### config.mk
export PLATFORM = sky130hd
export DESIGN_NAME = block_dec_flat
export DESIGN_NICKNAME = d
export VERILOG_FILES = /design/src/rtl/block_dec_pkg.sv /design/src/rtl/block_dec_if.sv /design/src/rtl/block_dec_dec_round.sv /design/src/rtl/block_dec.sv /design/src/flat_wrapper.sv
export SDC_FILE = /design/constraint.sdc
export NUM_CORES = 1
export LEC_CHECK = 0
export ABC_AREA = 1
export CAP_MARGIN = 20
export CORE_MARGIN = 2
export CORE_UTILIZATION = 50
export CTS_CLUSTER_SIZE = 20
export DETAILED_ROUTE_END_ITERATION = 12
export PLACE_DENSITY = 0.8
export RECOVER_POWER = 100
export SYNTH_ARGS = -nofsm -noshare
export SYNTH_HDL_FRONTEND = slang
export SYNTH_HIERARCHICAL = 1
export SYNTH_SLANG_ARGS = --single-unit
### constraint.sdc
create_clock -name CLK -period 2.54 [get_ports CLK]
set_clock_uncertainty 0.1 [all_clocks]
set_input_delay 0.381 -clock CLK [delete_from_list [all_inputs] [get_ports CLK]]
set_output_delay 0.381 -clock CLK [all_outputs]
set_load 0.01 [all_outputs]
### src/rtl/block_dec_pkg.sv
// Shared definitions for the block cipher pair (ENC / block_dec).
// Holds the FSM state encoding, default round count, rotate amount,
// the latched block payload type and the round-key derivation function.
package block_dec_pkg;

    localparam int unsigned DATA_W         = 32;
    localparam int unsigned KEY_W          = 8;
    localparam int unsigned CNT_W          = 3;
    localparam int unsigned BLK_CNT_W      = 16;
    localparam int unsigned ROUNDS_DEFAULT = 4;
    localparam int unsigned ROT_AMT        = 3;

    typedef enum logic [1:0] {
        ST_IDLE = 2'd0,
        ST_RUN  = 2'd1,
        ST_DONE = 2'd2
    } state_e;

    // Block latched at acceptance: working data word and key.
    typedef struct packed {
        logic [DATA_W-1:0] data;
        logic [KEY_W-1:0]  key;
    } blk_t;

    // Round key k_r = rotl8(K, r).
    function automatic logic [KEY_W-1:0] round_key(input logic [KEY_W-1:0] k,
                                                   input logic [CNT_W-1:0] r);
        logic [2*KEY_W-1:0] t;
        t = {k, k} << r;
        return t[2*KEY_W-1:KEY_W];
    endfunction

endpackage

### src/rtl/block_dec_if.sv
// Handshake bus for block_dec.
// Input side:  D_IN, K_IN, IN_VALID (to block), IN_READY (from block).
// Output side: D_OUT, OUT_VALID (from block), OUT_READY (to block).
// slave modport is the block's view, master is the driver/consumer view.
interface block_dec_if;
    import block_dec_pkg::*;

    logic [DATA_W-1:0] D_IN;
    logic [KEY_W-1:0]  K_IN;
    logic              IN_VALID;
    logic              IN_READY;
    logic [DATA_W-1:0] D_OUT;
    logic              OUT_VALID;
    logic              OUT_READY;

    modport slave (
        input  D_IN, K_IN, IN_VALID, OUT_READY,
        output IN_READY, D_OUT, OUT_VALID
    );

    modport master (
        output D_IN, K_IN, IN_VALID, OUT_READY,
        input  IN_READY, D_OUT, OUT_VALID
    );
endinterface

### src/rtl/block_dec_dec_round.sv
// dec_round: one combinational inverse cipher round.
// Ports: x      - state after round r (x_(r+1))
//        k_r    - round key for round r
//        x_prev - recovered state before round r (x_r)
module dec_round
    import block_dec_pkg::*;
(
    input  logic [DATA_W-1:0] x,
    input  logic [KEY_W-1:0]  k_r,
    output logic [DATA_W-1:0] x_prev
);

    logic [DATA_W-1:0] diff;

    // Undo the key add, then the left rotate, then the key XOR.
    always_comb begin
        diff   = x - {{(DATA_W-KEY_W){1'b0}}, k_r};
        x_prev = ((diff >> ROT_AMT) | (diff << (DATA_W - ROT_AMT))) ^ {4{k_r}};
    end

endmodule

### src/rtl/block_dec.sv
// block_dec: iterative decryptor, one inverse round per clock.
// Ports: CLK, RST_N (async active-low), bus (block_dec_if.slave:
//        D_IN/K_IN/IN_VALID/IN_READY in, D_OUT/OUT_VALID/OUT_READY out),
//        BLK_CNT (16-bit handshake counter, only with BLOCK_DEC_COUNT_EN).
// Parameter ROUNDS: number of cipher rounds, 1..8.
module block_dec
    import block_dec_pkg::*;
#(
    parameter int unsigned ROUNDS = ROUNDS_DEFAULT
) (
    input  logic                 CLK,
    input  logic                 RST_N,
`ifdef BLOCK_DEC_COUNT_EN
    output logic [BLK_CNT_W-1:0] BLK_CNT,
`endif
    block_dec_if.slave           bus
);

    state_e            state_q, state_d;
    blk_t              blk_q, blk_d;
    logic [CNT_W-1:0]  cnt_q, cnt_d;
    logic [DATA_W-1:0] dout_q, dout_d;
    logic              in_ready_q, in_ready_d;
    logic              out_valid_q, out_valid_d;
    logic [KEY_W-1:0]  k_r;
    logic [DATA_W-1:0] x_prev;

    assign k_r = round_key(blk_q.key, cnt_q);

    dec_round u_dec_round (
        .x      (blk_q.data),
        .k_r    (k_r),
        .x_prev (x_prev)
    );

    // State and datapath registers.
    always_ff @(posedge CLK or negedge RST_N) begin
        if (!RST_N) begin
            state_q     <= ST_IDLE;
            blk_q       <= '0;
            cnt_q       <= '0;
            dout_q      <= '0;
            in_ready_q  <= 1'b1;
            out_valid_q <= 1'b0;
        end else begin
            state_q     <= state_d;
            blk_q       <= blk_d;
            cnt_q       <= cnt_d;
            dout_q      <= dout_d;
            in_ready_q  <= in_ready_d;
            out_valid_q <= out_valid_d;
        end
    end

    // Next-state, datapath and registered handshake flags.
    always_comb begin
        state_d = state_q;
        blk_d   = blk_q;
        cnt_d   = cnt_q;
        dout_d  = dout_q;

        unique case (state_q)
            ST_IDLE: begin
                if (bus.IN_VALID) begin
                    blk_d.data = bus.D_IN;
                    blk_d.key  = bus.K_IN;
                    cnt_d      = CNT_W'(ROUNDS - 1);
                    state_d    = ST_RUN;
                end
            end
            ST_RUN: begin
                blk_d.data = x_prev;
                if (cnt_q == '0) begin
                    dout_d  = x_prev;
                    state_d = ST_DONE;
                end else begin
                    cnt_d = cnt_q - CNT_W'(1);
                end
            end
            ST_DONE: begin
                if (bus.OUT_READY) begin
                    state_d = ST_IDLE;
                end
            end
            default: state_d = ST_IDLE;
        endcase

        // Flags follow the next state so they are pure flops of state.
        in_ready_d  = (state_d == ST_IDLE);
        out_valid_d = (state_d == ST_DONE);
    end

    assign bus.IN_READY  = in_ready_q;
    assign bus.OUT_VALID = out_valid_q;
    assign bus.D_OUT     = dout_q;

`ifdef BLOCK_DEC_COUNT_EN
    logic [BLK_CNT_W-1:0] blk_cnt_q, blk_cnt_d;

    // Saturating count of completed output handshakes.
    always_comb begin
        blk_cnt_d = blk_cnt_q;
        if ((state_q == ST_DONE) && bus.OUT_READY && (blk_cnt_q != '1)) begin
            blk_cnt_d = blk_cnt_q + BLK_CNT_W'(1);
        end
    end

    always_ff @(posedge CLK or negedge RST_N) begin
        if (!RST_N) begin
            blk_cnt_q <= '0;
        end else begin
            blk_cnt_q <= blk_cnt_d;
        end
    end

    assign BLK_CNT = blk_cnt_q;
`endif

endmodule

### src/flat_wrapper.sv
// flat-port wrapper written by rule: the top's interface ports become plain ports
module block_dec_flat import block_dec_pkg::*;
#(
    parameter int unsigned ROUNDS = ROUNDS_DEFAULT
)
  (CLK, RST_N, bus_D_IN, bus_K_IN, bus_IN_VALID, bus_OUT_READY, bus_IN_READY, bus_D_OUT, bus_OUT_VALID);
  block_dec_if bus_i ();
  input  logic CLK;
  input  logic RST_N;
  input wire logic [$bits(bus_i.D_IN)-1:0] bus_D_IN;
  input wire logic [$bits(bus_i.K_IN)-1:0] bus_K_IN;
  input wire logic [$bits(bus_i.IN_VALID)-1:0] bus_IN_VALID;
  input wire logic [$bits(bus_i.OUT_READY)-1:0] bus_OUT_READY;
  output wire logic [$bits(bus_i.IN_READY)-1:0] bus_IN_READY;
  output wire logic [$bits(bus_i.D_OUT)-1:0] bus_D_OUT;
  output wire logic [$bits(bus_i.OUT_VALID)-1:0] bus_OUT_VALID;
  assign bus_i.D_IN = bus_D_IN;
  assign bus_i.K_IN = bus_K_IN;
  assign bus_i.IN_VALID = bus_IN_VALID;
  assign bus_i.OUT_READY = bus_OUT_READY;
  assign bus_IN_READY = bus_i.IN_READY;
  assign bus_D_OUT = bus_i.D_OUT;
  assign bus_OUT_VALID = bus_i.OUT_VALID;
  block_dec #(.ROUNDS(ROUNDS)) u_core (.CLK(CLK), .RST_N(RST_N), .bus(bus_i));
endmodule
; ---- After elaboration in Yosys (flattened, before gate mapping)
; Cells that the tools add are included.
[word_totals]
regBits = 79
input_bits = 44
out_inout_bits = 34
word_cells = 34
[op_classes]
addsub = 2
n_eq_ne = 5
shift = 1
n_mux = 9
bitwise = 2
reduce_logical = 8
[op_table]
columns = cell, count
row1 = 32-bit one-hot mux with 2 select lines, 1
row2 = 40-bit two-way mux, 1
row3 = 29-bit by 32-bit OR with 32-bit output, 1
row4 = 32-bit by 8-bit subtractor with 32-bit output, 1
row5 = 32-bit bitwise XOR, 1
row6 = 16-bit by 3-bit left shift with 16-bit output, 1
row7 = 2-bit two-way mux, 3
row8 = 3-bit two-way mux, 2
row9 = 2-bit one-hot mux with 3 select lines, 1
row10 = 3-bit one-hot mux with 2 select lines, 1
row11 = 2-bit AND reduction, 3
row12 = "2-bit equality test, second input constant", 2
row13 = 2-bit zero test, 2
row14 = "2-bit != test, second input constant", 2
row15 = 3-bit zero test, 1
row16 = 3-bit AND reduction, 1
row17 = "3-bit by 1-bit subtractor with 3-bit output, second input constant", 1
row18 = "2-bit by 1-bit equality test with 1-bit output, second input constant", 1
row19 = 2-bit nonzero test, 1

; ---- Depth between registers and ports, before layout
; Gate-level depths: netlist of the first run.
[depth]
ltp_word = 5
depth_mapped = 21
depth_no_buf = 19

; ---- Hierarchy
; Netlist of the first run, hierarchy kept.
[by_module_without_submodules]
columns = mod, n_inst, cells_each, area_each_um2, seq_area_each_um2
row1 = block_dec, 1, 513, 3811.2, 1978.1
row2 = dec_round, 1, 326, 1741.7, 0.0

; ---- Worst setup path after synthesis of the first run
; Ideal clock, no wire load.
[synth_path]
path_type = register to register
start = register u_core.cnt_q[1]
end = register u_core/blk_q[35] (netlist bit)
setup_time_ns = 0.117
arrival_ns = 2.535
t_required_ns = 2.323
slack_ns = -0.212
path_stages_with_launch = 19
n_path_buf = 2
period_less_slack_ns = 2.752
cell_sequence = dfrtp_1 > buf_2 > clkinv_1 > nand3_1 > nand3_1 > nand2_1 > clkbuf_1 > inv_1 > ha_1 > a21oi_2 > nand2_2 > nor3_4 > nand3_1 > nand2_1 > nand2_1 > inv_1 > nand2_1 > nand3_1 > nand2_1
[synth_between]
elab_chain_len = 5
[synth_lines]
columns = element, line_no
row1 = from (decl), block_dec.sv:21  ; logic [CNT_W-1:0] cnt_q, cnt_d;
row2 = from (signal assigned), block_dec.sv:48  ; cnt_q <= cnt_d;
row3 = 16-bit by 3-bit left shift with 16-bit output, block_dec_pkg.sv:29  ; t = {k, k} << r;
row4 = via u_core.k_r[7], block_dec.sv:25  ; logic [KEY_W-1:0] k_r;
row5 = 32-bit by 8-bit subtractor with 32-bit output, block_dec_dec_round.sv:17  ; diff = x - {{(DATA_W-KEY_W){1'b0}}, k_r};
row6 = 29-bit by 32-bit OR with 32-bit output, block_dec_dec_round.sv:18  ; x_prev = ((diff >> ROT_AMT) | (diff << (DATA_W - ROT_AMT))) ^ {4{k_r}};
row7 = 32-bit bitwise XOR, block_dec_dec_round.sv:18
row8 = via u_core.x_prev[27], block_dec.sv:26  ; logic [DATA_W-1:0] x_prev;
row9 = 32-bit one-hot mux with 2 select lines, block_dec.sv:62  ; unique case (state_q)
row10 = to (signal assigned), block_dec.sv:47  ; blk_q <= blk_d;
row11 = to (decl), block_dec.sv:20  ; blk_t blk_q, blk_d;
; The timed path passes the listed nets, and every way through them passes these cells.
; A chain may end at the register's enable or synchronous reset.

; ---- Worst setup path in the final report of the first run
[layout_path]
start = register u_core.cnt_q[0]
end = register u_core/blk_q[12] (netlist bit)
[layout_between]
elab_chain_len = 5
[layout_lines]
columns = element, line_no
row1 = 16-bit by 3-bit left shift with 16-bit output *, block_dec_pkg.sv:29
row2 = via u_core.k_r[4], block_dec.sv:25
row3 = 32-bit by 8-bit subtractor with 32-bit output, block_dec_dec_round.sv:17
row4 = 29-bit by 32-bit OR with 32-bit output, block_dec_dec_round.sv:18
row5 = 32-bit bitwise XOR *, block_dec_dec_round.sv:18
row6 = via u_core.x_prev[4], block_dec.sv:26
row7 = 32-bit one-hot mux with 2 select lines *, block_dec.sv:62
; The timed path passes the listed nets; every way through them passes the cells marked *.

==> summary.txt, run 1 <==
Floorplanning
  • Rows: 38
  • Initial core utilization: 51.2%
  • Die Span Y: 109 um
  • Die Footprint: 12000 um^2
  • Chip width: 109 um
  • Core ar.: 10800 um^2
  • Ports: 78

STA
  • RSZ-0062 raised after global routing: true
  • Minimum clock period after layout: 2.74 ns
  • Tcrit/Tclk final: 108%
  • Final Hold Vio Count: 0
  • Final setup violation count: 32
  • Slew Limit Fails: 0
  • Slew @ Worst Pin: 0.959 ns
  • Relative slew slack: 36.0%
  • Final WS setup: -0.198 ns
  • Fmax: 0.365 GHz

Run
  • Max Cap Violations: 0

Run status
  • Status: finished with violations
  • Violated checks: negative setup slack

CTS
  • Clk slew on worst S/H paths: 0.09 ns
  • Clock Tree Root: clkbuf_8
  • Clock sinks: 79
  • Worst skew pair latency: 0.37 ns
  • TritonCTS clock tree: yes
  • Number of buffers created by CTS: 9
  • Clock buffer depth: 2
  • CTS HTree Levels: 3

Final layout
  • ANT cells: 0
  • Most frequent cells in the layout: 317 x nand2_1, 76 x dfrtp_1, 73 x inv_1
  • Layout cells sized above 1: 24.9%
  • Synth-to-layout area growth: 36.3%
  • Commonest non-fill, non-tap cell in the layout: nand2_1
  • Fill cells: 876
  • Finished Layout Cells: 1101
  • Final net count: 1012

Placed design
  • Buffers on Ports: 77
  • Placed Cells: 1055
  • Post-DP HPWL: 10500 um
  • Pre-CTS WS: -0.156 ns
  • Placer congestion estimate: 0.948

Routing
  • WL final: 16600 um
  • Vias per cell: 5.34
  • DRT Pass-1 Iters: 7
  • Routed wire per std cell: 15.1 um
  • Detailed Route Iter0 Violations: 470
  • Drc violations: 0
  • ANT nets after route: 0
  • Total number of vias: 5876

Critical path
  • Startpoint Class: register
  • R2r startpoint: u_core/cnt_q[0]
  • Worst R2R End: u_core/blk_q[12]
  • CP Capture Type: register
  • Critical path data required time: 2.69 ns
  • Critical Path End: u_core/blk_q[12]
  • CP Class: reg2reg
  • R2R Setup Slk: -0.20 ns
  • WP data arrival: 2.89 ns
  • Largest fanout on the critical path: 6
  • CP Launch Point: u_core/cnt_q[0]
  • Worst reg-to-reg path cell count: 19

Logic synthesis
  • Mean Syn Cell Area: 6.62 um^2
  • XOR/XNOR share of the synthesized area: 6.31%
  • Distinct cells, synth: 28
  • Synth Register Bits: 79
  • Synth Instances: 839
  • Synthesis Warnings: 6
  • Post-synthesis mux area share: 0%
  • Adder-Cell Fraction of Synth Area: 2.84%
  • Post-Synthesis Cell Area: 5550 um^2
  • Net count after synthesis: 895
  • Simple-gate share of the synthesized area: 40.6%
  • Seq/Total Area, Yosys: 35.6%
  • Main combinational cell family by area after synthesis: simple AND/OR/NAND/NOR gates
  • Compound-gate portion of the synthesized area: 3.58%

Global route
  • GRT Total Usage: 26.1%
  • Initial antenna violation count: 0
  • First-pass GRT wire length: 24500 um
  • Largest net degree at the start of global routing: 41
  • Total grt overflow: 0
  • Vias in the first global route: 5161

Worst hold path
  • Hold depth: 2
  • Hold Crit Class: reg2reg
synth_stat cells, drive strengths merged:
library cell,instances,area [um^2]
nand4,16,100
xor2,31,272
nor3,3,37.5
clkbuf,14,52.6
xnor2,9,78.8
buf,23,153
nand3b,9,67.6
fa,1,20.0
nor3b,1,12.5
ha,11,138
nand3,87,445
dfstp,1,26.3
inv,105,394
nor2,43,199
nand2,365,1400
dfrtp,78,1950
clkinv,3,11.3
a21oi,4,23.8
o21ai,35,175
per-stage QoR:
stage                     hold WS, ns  util (%)  cell area, um^2  TNS (ns)
after floorplan               -0.0146         -             5580         0
after global placement          0.290      61.0             6610     -1.13
after detailed placement        0.289      61.0             6610     -3.56
after CTS                       0.390      63.9             6930   -0.0651
after global routing            0.399      69.8             7570     -8.74
final                           0.386      69.8             7570     -2.10
flip-flops by register name (all words and copies together), names as in the netlist:
name	flops
u_core/blk_q	40
u_core/bus.OUT_VALID	1
u_core/cnt_q	3
u_core/state_q	2
u_core/bus.D_OUT	32
u_core/bus.IN_READY	1
worst min-delay path by stage:
stage / from / end / slack (ns)
global route: u_core/bus.D_OUT[19] / u_core/bus.D_OUT[19] / 0.40
CTS: u_core/blk_q[8] / u_core/blk_q[8] / 0.39
detailed placement: RST_N / u_core/blk_q[1] / 0.29
finish: u_core/bus.D_OUT[19] / u_core/bus.D_OUT[19] / 0.39
floorplan: RST_N / u_core/blk_q[0] / -0.01
global placement: RST_N / u_core/blk_q[1] / 0.29
kinds of logic (layout without fill, tap and decap cells):
| group | after synthesis | after routing |
|---|---|---|
| AND/OR/NAND/NOR | 524 | 527 |
| adder cells (fa/ha/maj) | 12 | 12 |
| flip-flops | 79 | 79 |
| buffers and inverters | 145 | 264 |
| XOR/XNOR | 40 | 40 |
| AO/OA/AOI/OAI | 39 | 39 |
routing by layer:
layer	up-vias	GRT usage, %	wire (um)
met5	-	0	0
met4	0	11.6	680
met3	67	3.68	1510
met2	314	41.4	7670
met1	2670	35.6	6750
li1	2825	-	-
critical path, stage by stage, from the launching register on:
cell and delay [ns]:
dfrtp_2 0.45, inv_4 0.10, buf_6 0.12, nand2_4 0.07, nand3_4 0.10, nand3_1 0.09
nand2_2 0.09, inv_1 0.07, ha_4 0.25, nand2_1 0.07, nand2_1 0.09, a21oi_2 0.17
nand2_2 0.12, buf_4 0.15, xor2_1 0.19, inv_1 0.09, inv_2 0.08, nand2_1 0.05
nand3_1 0.12, nand2_1 0.06
repair_timing:
action	4_1_cts	5_1_grt
hold buffers	1	0
resized for setup	21	138
endpoints found under the hold margin	39	0
pin swaps	6	78
endpoints found under the setup margin	51	58
buffers inserted	3	21
gates cloned	1	5
area by class of cell:
| type | count | area, um^2 | area share (%) |
|---|---|---|---|
| clock buffers | 11 | 151 | 2.00 |
| clock inverters | 5 | 32.5 | 0.430 |
| inverters | 108 | 415 | 5.49 |
| multi-input cells | 618 | 3510 | 46.4 |
| flip-flops and latches | 79 | 1980 | 26.2 |
| well taps | 140 | 175 | 2.31 |
| repair buffers | 139 | 1300 | 17.1 |
| repair inverters | 1 | 5.00 | 0.0661 |
Power of run 1 is left out: the tool's default activity adds up to more than one toggle a clock period on the data nets, which glitch-free logic cannot reach.
==> inputs of run 2 (changes only) <==
- PLACE_DENSITY: 0.8 -> 0.76
- SKIP_LAST_GASP: not set -> 1
==> run 2 against run 1 <==
The run still ends with negative setup slack left. Worst hold slack about the same. Worst setup slack better by 0.18 ns. Global-route usage hardly changed. Fmax is 6.9% higher. Highest routed layer unchanged.
==> summary.txt, run 2 (synthesis gave the netlist of run 1 again) <==
STA
  • Relative slew slack: 41.8% (was 36.0%)
  • Slew @ Worst Pin: 0.873 ns (was 0.959 ns)
  • Fmax: 0.390 GHz (was 0.365 GHz)
  • Final WS setup: -0.0217 ns (was -0.198 ns)
  • RSZ-0062 raised after global routing: true (unchanged)
  • Tcrit/Tclk final: 101% (was 108%)
  • Final Hold Vio Count: 0 (unchanged)
  • Total Neg Setup Slack: -0.0784 ns (was -2.10 ns)
  • Minimum clock period after layout: 2.56 ns (was 2.74 ns)
  • Slew Limit Fails: 0 (unchanged)
  • Final setup violation count: 6 (was 32)

CTS
  • Clock sinks: 79 (unchanged)
  • Number of buffers created by CTS: 9 (unchanged)
  • Clk slew on worst S/H paths: 0.08 ns (was 0.09 ns)
  • CTS HTree Levels: 3 (unchanged)
  • TritonCTS clock tree: yes (unchanged)
  • Clock buffer depth: 2 (unchanged)
  • Worst skew pair latency: 0.39 ns (was 0.37 ns)
  • Clock Tree Root: clkbuf_8 (unchanged)

Run status
  • Status: finished with violations (unchanged)
  • Violated checks: negative setup slack (unchanged)

Critical path
  • R2R Setup Slk: -0.02 ns (was -0.20 ns)
  • R2r startpoint: u_core/cnt_q[0] (unchanged)
  • Worst R2R End: u_core/blk_q[10] (was u_core/blk_q[12])
  • Critical-path cell list: buf_6 > nand2_4 > nand3_1 > nand3_1 > nand2_2 > inv_2 > ha_4 > nand3_1 > nand2_2 > nand2_2 > nand2_4 > buf_4 > xor2_1 > inv_1 > inv_1 > nand2_1 > nand3_1 > nand2_1 (was inv_4 > buf_6 > nand2_4 > nand3_4 > nand3_1 > nand2_2 > inv_1 > ha_4 > nand2_1 > nand2_1 > a21oi_2 > nand2_2 > buf_4 > xor2_1 > inv_1 > inv_2 > nand2_1 > nand3_1 > nand2_1)
  • CP Capture Type: register (unchanged)
  • Worst reg-to-reg path cell count: 18 (was 19)
  • CP Class: reg2reg (unchanged)
  • Most common cell on crit path: nand3_1 (was nand2_1)
  • Slowest stage delay, CP: 0.42 ns (was 0.45 ns)
  • Largest fanout on the critical path: 5 (was 6)
  • Startpoint Class: register (unchanged)
  • WP data arrival: 2.74 ns (was 2.89 ns)
  • Slowest cell on crit path: dfrtp_2 (unchanged)
  • Critical path data required time: 2.72 ns (was 2.69 ns)

Floorplanning
  • Core ar.: 10800 um^2 (unchanged)
  • Initial core utilization: 51.2% (unchanged)
  • Ports: 78 (unchanged)
  • Die Footprint: 12000 um^2 (unchanged)
  • Chip width: 109 um (unchanged)
  • Die Span Y: 109 um (unchanged)
  • Rows: 38 (unchanged)

Final layout
  • Commonest non-fill, non-tap cell in the layout: nand2_1 (unchanged)
  • Fill cells: 949 (was 876)
  • Synth-to-layout area growth: 32.8% (was 36.3%)
  • Multi-input logic area: 3430 um^2 (was 3510 um^2)
  • Layout cells sized above 1: 18.9% (was 24.9%)
  • ANT cells: 0 (unchanged)
  • Max reg flops: 40 (unchanged)
  • Most frequent cells in the layout: 327 x nand2_1, 90 x inv_1, 76 x dfrtp_1 (was 317 x nand2_1, 76 x dfrtp_1, 73 x inv_1)
  • Reg area: 1980 um^2 (unchanged)
  • Top register by number of flip-flops: u_core/blk_q (unchanged)
  • Final net count: 1000 (was 1012)

Global route
  • Vias in the first global route: 5116 (was 5161)
  • First-pass GRT wire length: 24200 um (was 24500 um)
  • Largest net degree at the start of global routing: 45 (was 41)
  • GRT Total Usage: 26.1% (about the same)
  • Total grt overflow: 0 (unchanged)
  • Initial antenna violation count: 0 (unchanged)

Worst hold path
  • Hold Crit Class: reg2reg (unchanged)
  • Min-delay src: u_core/bus.D_OUT[3] (was u_core/bus.D_OUT[19])
  • Hold depth: 2 (unchanged)
  • Hold Crit Endpoint: u_core/bus.D_OUT[3] (was u_core/bus.D_OUT[19])

Placed design
  • Buffers on Ports: 77 (unchanged)
  • Placer congestion estimate: 0.941 (was 0.948)
  • Pre-CTS WS: -0.182 ns (was -0.156 ns)
  • Post-DP HPWL: 10800 um (was 10500 um)

Routing
  • Detailed Route Iter0 Violations: 301 (was 470)
  • DRT Pass-1 Iters: 5 (was 7)
  • Total number of vias: 5609 (was 5876)
  • Drc violations: 0 (unchanged)
  • ANT nets after route: 0 (unchanged)
  • Vias per cell: 5.16 (was 5.34)
  • WL final: 15900 um (was 16600 um)
  • Routed wire per std cell: 14.7 um (was 15.1 um)

Run
  • Max Cap Violations: 0 (unchanged)
[run 2: cell count changes in the layout (fill, tap and decap cells not counted), sizes merged]
| cell | change |
|---|---|
| clkinvlp | -3 |
| dlygate4sd3 | +1 |
| clkdlybuf4s50 | -1 |
| bufinv | +1 |
| buf | -11 |
[run 2: cell type report]
class                   count  share of cell area (%)
repair buffers            128                    16.0
multi-input cells         618                    46.5
clock buffers              11                    2.05
well taps                 140                    2.38
flip-flops and latches     79                    26.9
clock inverters             4                   0.611
inverters                 108                    5.63
[run 2: stage by stage]
| step | cells | area [um^2] | utilization (%) | hold WS (ns) |
|---|---|---|---|---|
| detailed placement | 1056 | 6620 | 61.0 | 0.277 |
| global route | 1088 | 7370 | 68.0 | 0.406 |
| floorplan | 839 | 5580 | - | -0.0146 |
| global placement | 1056 | 6620 | 61.0 | 0.267 |
| CTS | 1075 | 6920 | 63.8 | 0.397 |
| finish | 1088 | 7370 | 68.0 | 0.386 |
[run 2: per-layer routing]
layer,up-vias,GRT usage [%],part of all wire [%]
li1,2796,-,-
met1,2578,34.8,44
met2,188,42.0,47
met3,47,6.11,6.6
met4,0,8.68,3.2
met5,-,0,0
[run 2: worst max path at each step]
stage                                from                to  slack [ns]  cells after the start
final                     u_core/cnt_q[0]  u_core/blk_q[10]       -0.02                     18
after CTS                 u_core/cnt_q[0]  u_core/blk_q[11]       -0.03                     17
after floorplan           u_core/cnt_q[0]  u_core/blk_q[36]        0.01                     21
after detailed placement  u_core/cnt_q[1]  u_core/blk_q[36]       -0.18                     18
after global routing      u_core/cnt_q[0]  u_core/blk_q[23]       -0.22                     19
after global placement    u_core/cnt_q[1]  u_core/blk_q[36]       -0.11                     18
[run 2: worst max-delay path, delay by kind of cell, from the launching register on]
kind	cells	cell delay [ns]
xor gates and xnor gates	1	0.17
adders and majority gates	1	0.28
buffers and inverters	5	0.49
DFF	1	0.42
and+or+nand+nor	11	1.01
[run 2: what timing repair did]
action,4_1_cts,5_1_grt
cloned,1,3
hold endpoints to repair,35,0
pin swaps,8,22
hold buffers,1,0
gates resized for setup,18,92
endpoints found under the setup margin,51,59
buffers inserted,2,10
Power of run 2 is left out for the same reason.
